$ cat src/rtl/sync_generator.sv
// Programmable video timing generator: hsync/vsync/de plus hpos/vpos from one pixel clock.
// Define SYNC_GEN_PATTERN_EN to add the rgb colour-bar test pattern output.
module sync_generator #(
   parameter bit HSYNC_POL = 1'b1,
   parameter bit VSYNC_POL = 1'b1,
   parameter int CW        = 16
) (
   input  logic          clk,
   input  logic          rst_n,
   input  logic          en,
   input  logic [CW-1:0] h_active,
   input  logic [CW-1:0] h_fp,
   input  logic [CW-1:0] h_sync,
   input  logic [CW-1:0] h_bp,
   input  logic [CW-1:0] v_active,
   input  logic [CW-1:0] v_fp,
   input  logic [CW-1:0] v_sync,
   input  logic [CW-1:0] v_bp,
   output logic          hsync,
   output logic          vsync,
   output logic          de,
   output logic [CW-1:0] hpos,
   output logic [CW-1:0] vpos,
   output logic          frame_start,
   output logic          cfg_err
`ifdef SYNC_GEN_PATTERN_EN
   ,
   output logic [23:0]   rgb
`endif
);

   localparam int TW = CW + 2;

   typedef enum logic [1:0] {IDLE, LOAD, RUN} state_t;
   state_t state;

   // Shadow copy of the timing, held as the decode boundaries actually used.
   logic [CW-1:0] ha_s, hss_s, hse_s, h_last_s;
   logic [CW-1:0] va_s, vss_s, vse_s, v_last_s;

   logic [TW-1:0] h_hs_start_w, h_hs_end_w, h_total_w;
   logic [TW-1:0] v_vs_start_w, v_vs_end_w, v_total_w;
   logic [CW-1:0] h_last_in, v_last_in;
   logic          in_valid;

   always_comb begin
      h_hs_start_w = TW'(h_active) + TW'(h_fp);
      h_hs_end_w   = h_hs_start_w + TW'(h_sync);
      h_total_w    = h_hs_end_w + TW'(h_bp);
      v_vs_start_w = TW'(v_active) + TW'(v_fp);
      v_vs_end_w   = v_vs_start_w + TW'(v_sync);
      v_total_w    = v_vs_end_w + TW'(v_bp);
      h_last_in    = h_total_w[CW-1:0] - CW'(1);
      v_last_in    = v_total_w[CW-1:0] - CW'(1);
      // Partial sums never exceed the total; checking them too keeps every bit meaningful.
      in_valid = (h_hs_start_w[TW-1:CW] == '0) && (h_hs_end_w[TW-1:CW] == '0)
              && (h_total_w[TW-1:CW] == '0)    && (v_vs_start_w[TW-1:CW] == '0)
              && (v_vs_end_w[TW-1:CW] == '0)   && (v_total_w[TW-1:CW] == '0)
              && (h_active != '0) && (h_sync != '0)
              && (v_active != '0) && (v_sync != '0);
   end

   logic          frame_end, take_cfg, go_run;
   logic [CW-1:0] h_nxt, v_nxt;
   logic [CW-1:0] ha_sel, hss_sel, hse_sel, va_sel, vss_sel, vse_sel;
   logic          de_d, hs_d, vs_d, fs_d;

   always_comb begin
      frame_end = (hpos == h_last_s) && (vpos == v_last_s);
      take_cfg  = (state == LOAD) || ((state == RUN) && frame_end && en);
      go_run    = take_cfg ? in_valid : ((state == RUN) && !frame_end);

      h_nxt = '0;
      v_nxt = '0;
      if ((state == RUN) && !frame_end) begin
         if (hpos == h_last_s) begin
            v_nxt = vpos + CW'(1);
         end else begin
            h_nxt = hpos + CW'(1);
            v_nxt = vpos;
         end
      end

      // On a (re)load the outputs for pixel (0,0) must already reflect the new timing.
      ha_sel  = take_cfg ? h_active                  : ha_s;
      hss_sel = take_cfg ? h_hs_start_w[CW-1:0]      : hss_s;
      hse_sel = take_cfg ? h_hs_end_w[CW-1:0]        : hse_s;
      va_sel  = take_cfg ? v_active                  : va_s;
      vss_sel = take_cfg ? v_vs_start_w[CW-1:0]      : vss_s;
      vse_sel = take_cfg ? v_vs_end_w[CW-1:0]        : vse_s;

      de_d = go_run && (h_nxt < ha_sel) && (v_nxt < va_sel);
      hs_d = go_run && (h_nxt >= hss_sel) && (h_nxt < hse_sel);
      vs_d = go_run && (v_nxt >= vss_sel) && (v_nxt < vse_sel);
      fs_d = go_run && (h_nxt == '0) && (v_nxt == '0);
   end

`ifdef SYNC_GEN_PATTERN_EN
   localparam int PW = CW + 3;

   // Bar k starts at ceil(k*h_active/8), so bar index = count of boundaries <= hpos.
   logic [CW-1:0] bnd_in [1:7];
   logic [CW-1:0] bnd_s  [1:7];
   logic [2:0]    bar;
   logic [23:0]   color, rgb_d;

   generate
      for (genvar gi = 1; gi < 8; gi++) begin : g_bnd
         assign bnd_in[gi] = CW'((PW'(gi) * PW'(h_active) + PW'(7)) >> 3);
      end
   endgenerate

   always_comb begin
      bar = '0;
      for (int k = 1; k < 8; k++) begin
         if (h_nxt >= (take_cfg ? bnd_in[k] : bnd_s[k])) begin
            bar = bar + 3'd1;
         end
      end
      case (bar)
         3'd0:    color = 24'hFFFFFF;
         3'd1:    color = 24'hFFFF00;
         3'd2:    color = 24'h00FFFF;
         3'd3:    color = 24'h00FF00;
         3'd4:    color = 24'hFF00FF;
         3'd5:    color = 24'hFF0000;
         3'd6:    color = 24'h0000FF;
         default: color = 24'h000000;
      endcase
      rgb_d = de_d ? color : 24'h000000;
   end
`endif

   always_ff @(posedge clk or negedge rst_n) begin
      if (!rst_n) begin
         state       <= IDLE;
         hpos        <= '0;
         vpos        <= '0;
         de          <= 1'b0;
         hsync       <= ~HSYNC_POL;
         vsync       <= ~VSYNC_POL;
         frame_start <= 1'b0;
         cfg_err     <= 1'b0;
         ha_s        <= '0;
         hss_s       <= '0;
         hse_s       <= '0;
         h_last_s    <= '0;
         va_s        <= '0;
         vss_s       <= '0;
         vse_s       <= '0;
         v_last_s    <= '0;
`ifdef SYNC_GEN_PATTERN_EN
         rgb         <= '0;
         for (int k = 1; k < 8; k++) bnd_s[k] <= '0;
`endif
      end else begin
         case (state)
            IDLE:    if (en) state <= LOAD;
            LOAD:    state <= in_valid ? RUN : IDLE;
            RUN:     if (frame_end) state <= (en && in_valid) ? RUN : IDLE;
            default: state <= IDLE;
         endcase

         if (take_cfg) begin
            cfg_err  <= !in_valid;
            ha_s     <= h_active;
            hss_s    <= h_hs_start_w[CW-1:0];
            hse_s    <= h_hs_end_w[CW-1:0];
            h_last_s <= h_last_in;
            va_s     <= v_active;
            vss_s    <= v_vs_start_w[CW-1:0];
            vse_s    <= v_vs_end_w[CW-1:0];
            v_last_s <= v_last_in;
`ifdef SYNC_GEN_PATTERN_EN
            for (int k = 1; k < 8; k++) bnd_s[k] <= bnd_in[k];
`endif
         end

         hpos        <= h_nxt;
         vpos        <= v_nxt;
         de          <= de_d;
         hsync       <= hs_d ? HSYNC_POL : ~HSYNC_POL;
         vsync       <= vs_d ? VSYNC_POL : ~VSYNC_POL;
         frame_start <= fs_d;
`ifdef SYNC_GEN_PATTERN_EN
         rgb         <= rgb_d;
`endif
      end
   end

endmodule
$ cat config.mk
export PLATFORM = sky130hd
export DESIGN_NAME = sync_generator
export DESIGN_NICKNAME = d
export VERILOG_FILES = /design/src/rtl/sync_generator.sv
export SDC_FILE = /design/constraint.sdc
export NUM_CORES = 1
export LEC_CHECK = 0
export CORE_ASPECT_RATIO = 1.25
export CORE_MARGIN = 10
export CORE_UTILIZATION = 45
export CTS_CLUSTER_DIAMETER = 50
export DETAILED_ROUTE_END_ITERATION = 10
export PLACE_DENSITY = 0.69
export SLEW_MARGIN = 20
export SYNTH_ARGS = -nofsm -noshare
export SYNTH_HDL_FRONTEND = slang
export SYNTH_SLANG_ARGS = --single-unit
$ cat constraint.sdc
create_clock -name clk -period 3.61 [get_ports clk]
set_input_delay 0.722 -clock clk [delete_from_list [all_inputs] [get_ports clk]]
set_output_delay 0.722 -clock clk [all_outputs]
set_load 0.02 [all_outputs]
### Word-level counts from Yosys, hierarchy flattened

Cells that the tools add are included.

| storage, ports and cells | value |
|---|---|
| word-level logic and storage cells | 95 |
| input bits | 131 |
| register bits after elaboration | 167 |
| output and inout port bits | 37 |

| operators by class | value |
|---|---|
| $lt $le $gt $ge | 6 |
| reduce and logical (&&, ||, !) cells | 39 |
| eq/ne operators | 6 |
| add/subtract/negate cells | 10 |
| multiplexer cells | 18 |

Operator list:

| kind | count |
|---|---|
| $mux 16 | 10 |
| $lt 16x16->1 | 4 |
| $reduce_bool 16->1 | 4 |
| $add 17x16->18 | 2 |
| $add 18x16->18 | 2 |
| $add 16x16->17 | 2 |
| $add 16x1->16 const B | 2 |
| $eq 16x16->1 | 2 |
| $ge 16x16->1 | 2 |
| $logic_not 16->1 | 2 |
| $sub 16x1->16 const B | 2 |
| $logic_and 1x1->1 | 22 |
| $logic_not 2->1 | 7 |
| $mux 2 | 4 |
| $pmux 2 s3 | 1 |
| $ne 2x2->1 const B | 2 |
| $mux 1 | 3 |
| $eq 2x1->1 const B | 1 |
| $eq 2x2->1 const B | 1 |
| $logic_not 1->1 | 2 |
| $reduce_and 2->1 | 1 |
| $logic_or 1x1->1 | 1 |

### Logic depth before layout (Yosys ltp)

| depth | value |
|---|---|
| word-level depth | 16 |
| gate-level depth with buffers | 26 |
| gate-level depth less buffers | 26 |

### Worst setup path before layout

OpenSTA, ideal clock, no wires.

| path | value |
|---|---|
| kind | input-to-reg |
| start | in h_active[0] |
| end | reg hsync |
| data arrival time | 5.708 ns |
| buffers on the path | 1 |
| stages on the path | 25 |
| required time | 3.514 ns |
| setup time | 0.096 ns |
| slack | -2.194 ns |
| cell sequence | ha_1 -> inv_1 -> fa_1 -> nor2b_1 -> o21ai_0 -> and4b_1 -> nor3b_1 -> o21ai_0 -> nand2b_1 -> xor2_1 -> ha_1 -> nor2_1 -> nor2_1 -> and2_1 -> a211o_1 -> a311o_1 -> ha_1 -> clkbuf_1 -> a32oi_1 -> o211ai_1 -> or4_1 -> a2111oi_2 -> o2111a_2 -> a31oi_4 -> nor4_2 |

| on the way | value |
|---|---|
| longest elaborated chain between the ends | 16 |
| elaborated cells on any way between the ends | 24 |
| classes of those cells | add/sub: 3; order compare: 2; mux: 4; reduce/logical: 15 |

RTL lines:

| what | RTL line | source |
|---|---|---|
| start: declaration | 11 | `input logic [CW-1:0] h_active,` |
| $add 16x16->17 | 47 | `h_hs_start_w = TW'(h_active) + TW'(h_fp);` |
| $add 17x16->18 | 48 | `h_hs_end_w = h_hs_start_w + TW'(h_sync);` |
| $add 18x16->18 / $logic_not 2->1 (equally long branches) | 49, 56 |  |
| $logic_not 2->1 / $logic_and 1x1->1 (equally long branches) | 57, 56 |  |
| $logic_and 1x1->1 (2 in series) | 57 | `&& (h_total_w[TW-1:CW] == '0) && (v_vs_start_w[TW-1:CW] == '0)` |
| $logic_and 1x1->1 (2 in series) | 58 | `&& (v_vs_end_w[TW-1:CW] == '0) && (v_total_w[TW-1:CW] == '0)` |
| $logic_and 1x1->1 (2 in series) | 59 | `&& (h_active != '0) && (h_sync != '0)` |
| $logic_and 1x1->1 (2 in series) | 60 | `&& (v_active != '0) && (v_sync != '0);` |
| $mux 1 | 71 | `go_run = take_cfg ? in_valid : ((state == RUN) && !frame_end);` |
| $logic_and 1x1->1 | 93 | `hs_d = go_run && (h_nxt >= hss_sel) && (h_nxt < hse_sel);` |
| $logic_and 1x1->1 * | 93 |  |
| named net hs_d | 66 | `logic de_d, hs_d, vs_d, fs_d;` |
| $mux 1 * | 182 | `hsync <= hs_d ? HSYNC_POL : ~HSYNC_POL;` |
| end signal: assignment | 140 | `hsync <= ~HSYNC_POL;` |
| end signal: assignment | 182 |  |
| end: declaration | 19 | `output logic hsync,` |

The timed path passes the listed nets; every way through them passes the cells marked *.
A chain may end at the register's enable or synchronous reset.

### Worst setup path after layout

| path | value |
|---|---|
| start | in v_active[0] |
| end | reg de |

| on the way | value |
|---|---|
| longest elaborated chain between the ends | 12 |
| elaborated cells on any way between the ends | 19 |
| classes of those cells | add/sub: 3; order compare: 1; mux: 2; reduce/logical: 13 |

RTL lines:

| what | RTL line | source |
|---|---|---|
| start: declaration | 15 | `input logic [CW-1:0] v_active,` |
| $add 16x16->17 | 50 | `v_vs_start_w = TW'(v_active) + TW'(v_fp);` |
| $add 17x16->18 / $logic_not 2->1 (equally long branches) | 51, 57 |  |
| $add 18x16->18 (tied with other cells) | 52 | `v_total_w = v_vs_end_w + TW'(v_bp);` |
| $logic_not 2->1 / $logic_and 1x1->1 (equally long branches) | 58 |  |
| $logic_and 1x1->1 | 58 |  |
| $logic_and 1x1->1 (2 in series) | 59 |  |
| $logic_and 1x1->1 (2 in series) | 60 |  |
| $mux 1 | 71 |  |
| $logic_and 1x1->1 | 92 | `de_d = go_run && (h_nxt < ha_sel) && (v_nxt < va_sel);` |
| $logic_and 1x1->1 * | 92 |  |
| named net de_d | 66 |  |
| end signal: assignment | 139 | `de <= 1'b0;` |
| end signal: assignment | 181 | `de <= de_d;` |
| end: declaration | 21 | `output logic de,` |

Marks and branches as above.

==> qor.csv <==
metric,value,unit
sequential share of the synthesized area,28.4,%
Top Family by Delay on Critical Path,compound AO/OA/AOI/OAI gates,
achievable clock frequency,189,MHz
share of final-layout standard cells stronger than drive strength 1,40.7,%
Detailed Route Iter0 Violations,1033,
Initial Util,45.3,%
classification of the worst setup path,in2reg,
worst-case register-to-register setup slack,-0.78,ns
multi-input logic area,12300,um2
Fillers,2223,
data arrival time of the worst path,5.65,ns
peak supply drop,475,uV
Yosys warnings,0,
Vias/cell,5.61,
vias in the first global route,16500,
leakage power figure,11.6,nW
Std-Cell Core Area,32500,um2
Die X-Extent,182,um
violations in the final reports,setup timing,
CP max FO,5,
Syn-to-layout area delta,65.3,%
CP required,3.98,ns
number of flops mapped to enable cells by yosys,0,
maximum number of pins on one net before global-route repair,86,
DRC violations left,0,
final-report setup violation count,33,
root buffer cell,clkbuf_16,
number of rows created at floorplan,74,
post-layout util,74.9,%
buffering stage count on the worst path with inverters included,4,
nets@finish,2737,
status,finished with violations,
largest clock skew in the final design,0.0111,ns
post-synthesis cell area,14700,um2
cell taking the most area after synthesis,dfrtp_1,
post-route minimum period,5.28,ns
Yosys top cell area share,28.4,%
PwrDens,675,nW/um2
port buffer count,167,
unrepaired setup endpoints after global routing,true,
type of element launching the critical path,input pin,
total number of clock tree sinks,167,
final weighted congestion of routability-driven global placement,0.925,
final-report max-slew violation count,0,
clock-pin slew reported for the worst setup and hold paths after clock tree synthesis,0.07,ns
maximum single-stage delay on the critical path,0.45,ns
clock insertion delay at the later pin of the skew report,0.45,ns
synthesized instance count,1672,
worst hold path class,in2async,
count of maximum capacitance violations,0,
number of levels in the clock H-tree,4,
post-route clock period utilization,146,%
Total GRT Usage,27.1,%
ranking of synthesized cells by area,"dfrtp_1 (28%), ha_1 (16%), xnor2_1 (5.9%)",
Register Area,4180,um2
origin of the critical flop-to-flop path,hpos[15],
average cell area after synthesis,8.81,um2
worst slew margin relative to its limit,40.7,%
number of distinct standard cells referenced by the synthesized netlist,80,
sum of routed wire length over all layers,59700,um
router iterations before antenna repair,7,
Final Hold Vio Count,0,
pin slew with the least headroom to its limit,0.889,ns
maximum clock path buffer count,2,
final design area excluding fillers,24400,um2
element type at the critical path end,register,
routed via count,15900,
detail-routed net length per standard cell,21.0,um
synth cell count leaders,"ha_1 (194), dfrtp_1 (167), nand2_1 (155)",
number of antenna violations at the first check in global routing,0,
Crit-path slowest cell,or4_4,
antenna violation net count after detailed routing,0,
clock tree from TritonCTS,yes,
total die area,40400,um2
syn_nets,2003,
number of I/O pins,168,
Setup WS post-layout,-1.67,ns
first-pass GRT wire length,87600,um
cts bufs inserted,17,
cell area after placement,20900,um2
most common cell in the synthesized netlist,ha_1,
first element of the critical path,v_active[0],
estimated wirelength of the detail-placed design,44300,um
gr ovfl total,0,
count of antenna diodes in the layout,0,
ys async rst share,100,%
"FF+latch count, synth",167,
leading register cell type out of synthesis,dfrtp_1,
most prevalent standard cell on the critical path,ha_4,
height of the die,222,um
## report_power, final
group	internal, mW	switching (mW)
logic	5.95	5.75
registers	2.57	0.316
clock network	0.934	0.906
## sequential cells by signal, indices dropped and copies added, names as in the netlist
name,flops
hpos,16
state,2
frame_start,1
de,1
hse_s,16
vpos,16
h_last_s,16
hsync,1
hss_s,16
v_last_s,16
vse_s,16
va_s,16
vss_s,16
cfg_err,1
vsync,1
ha_s,16
## kinds of logic (layout without fill, tap and decap cells)
group / after synthesis / count (layout) / synth area share (%)
flip-flops: 167 / 167 / 28.4
buffers and inverters: 163 / 910 / 4.48
adder cells (fa/ha/maj): 200 / 200 / 17.3
AO/OA/AOI/OAI: 360 / 360 / 16.5
XOR/XNOR: 154 / 154 / 9.16
AND/OR/NAND/NOR: 555 / 555 / 19.1
multiplexers: 73 / 73 / 5.09
## placed cells by master (no fill, tap or decap), types with 14 or more instances in the layout
cell type,instances
o21ai_1,24
dfrtp_1,167
nor2_1,101
clkbuf_16,17
nor4_1,23
nor3_1,19
o21a_1,27
nand4_1,35
nand3_1,35
ha_4,40
and3_1,18
a21o_1,46
nand2_1,140
nor2b_1,14
a21oi_1,59
ha_1,149
buf_6,49
o21ai_0,30
xnor2_2,28
xnor2_1,62
a21oi_2,25
mux2i_1,55
xor2_1,47
buf_4,539
inv_1,112
clkdlybuf4s50_1,136
## repair_timing
action,4_1_cts,5_1_grt
hold buffers,0,0
setup buffers,64,39
pin swaps,176,140
endpoints found under the setup margin,48,41
gates resized for setup,340,167
cloned,1,0
## stage by stage
step	setup slack, ns	total power [mW]	hold slack (ns)	cells	TNS (ns)
2_1_floorplan	-1.67	7.89	0.426	1672	-25.15
3_3_place_gp	-2.51	11.6	0.447	2720	-72.27
3_5_place_dp	-2.69	11.8	0.453	2720	-77.32
4_1_cts	-1.98	15.2	0.373	2809	-30.82
5_1_grt	-1.89	17.4	0.383	2837	-37.34
6_report	-1.67	16.4	0.305	2837	-31.24
## worst paths after layout
check,to,depth (start not counted)
worst max-delay path,de,27
worst min-delay path,vpos[1],1
worst max register to register,de,15
worst min register to register,vse_s[5],2
max in group asynchronous,ha_s[11],2
min in group clk,vse_s[5],2
## worst register-to-register path: stages (launching register included)
cell and delay [ns]:
dfrtp_1 0.40, xor2_1 0.19, nor4_2 0.41, nand4_2 0.28, nor4b_1 0.48, xnor2_1 0.11, nor2_1 0.41, ha_1 0.35
a21o_1 0.19, a21o_1 0.17, a21oi_1 0.12, o21ai_0 0.25, a2111oi_0 0.48, buf_4 0.18, o31ai_1 0.12, nor3_2 0.17
## metal layers
metal / routed length, um / part of all wire [%] / GRT usage [%] / up-vias
li1: - / - / - / 7498
met1: 21100 / 35 / 27.5 / 7700
met2: 31400 / 53 / 50.0 / 483
met3: 2390 / 4.0 / 3.51 / 222
met4: 4830 / 8.1 / 19.1 / 0
met5: 0 / 0 / 0 / -
## area by class of cell
class                   instances  area share, %
flip-flops and latches        167           17.2
multi-input cells            1342           50.3
repair buffers                756           26.1
clock buffers                  18           1.80
inverters                     122           1.91
well taps                     418           2.15
clock inverters                14          0.550
No activity file was read; power rests on OpenSTA's default activity.
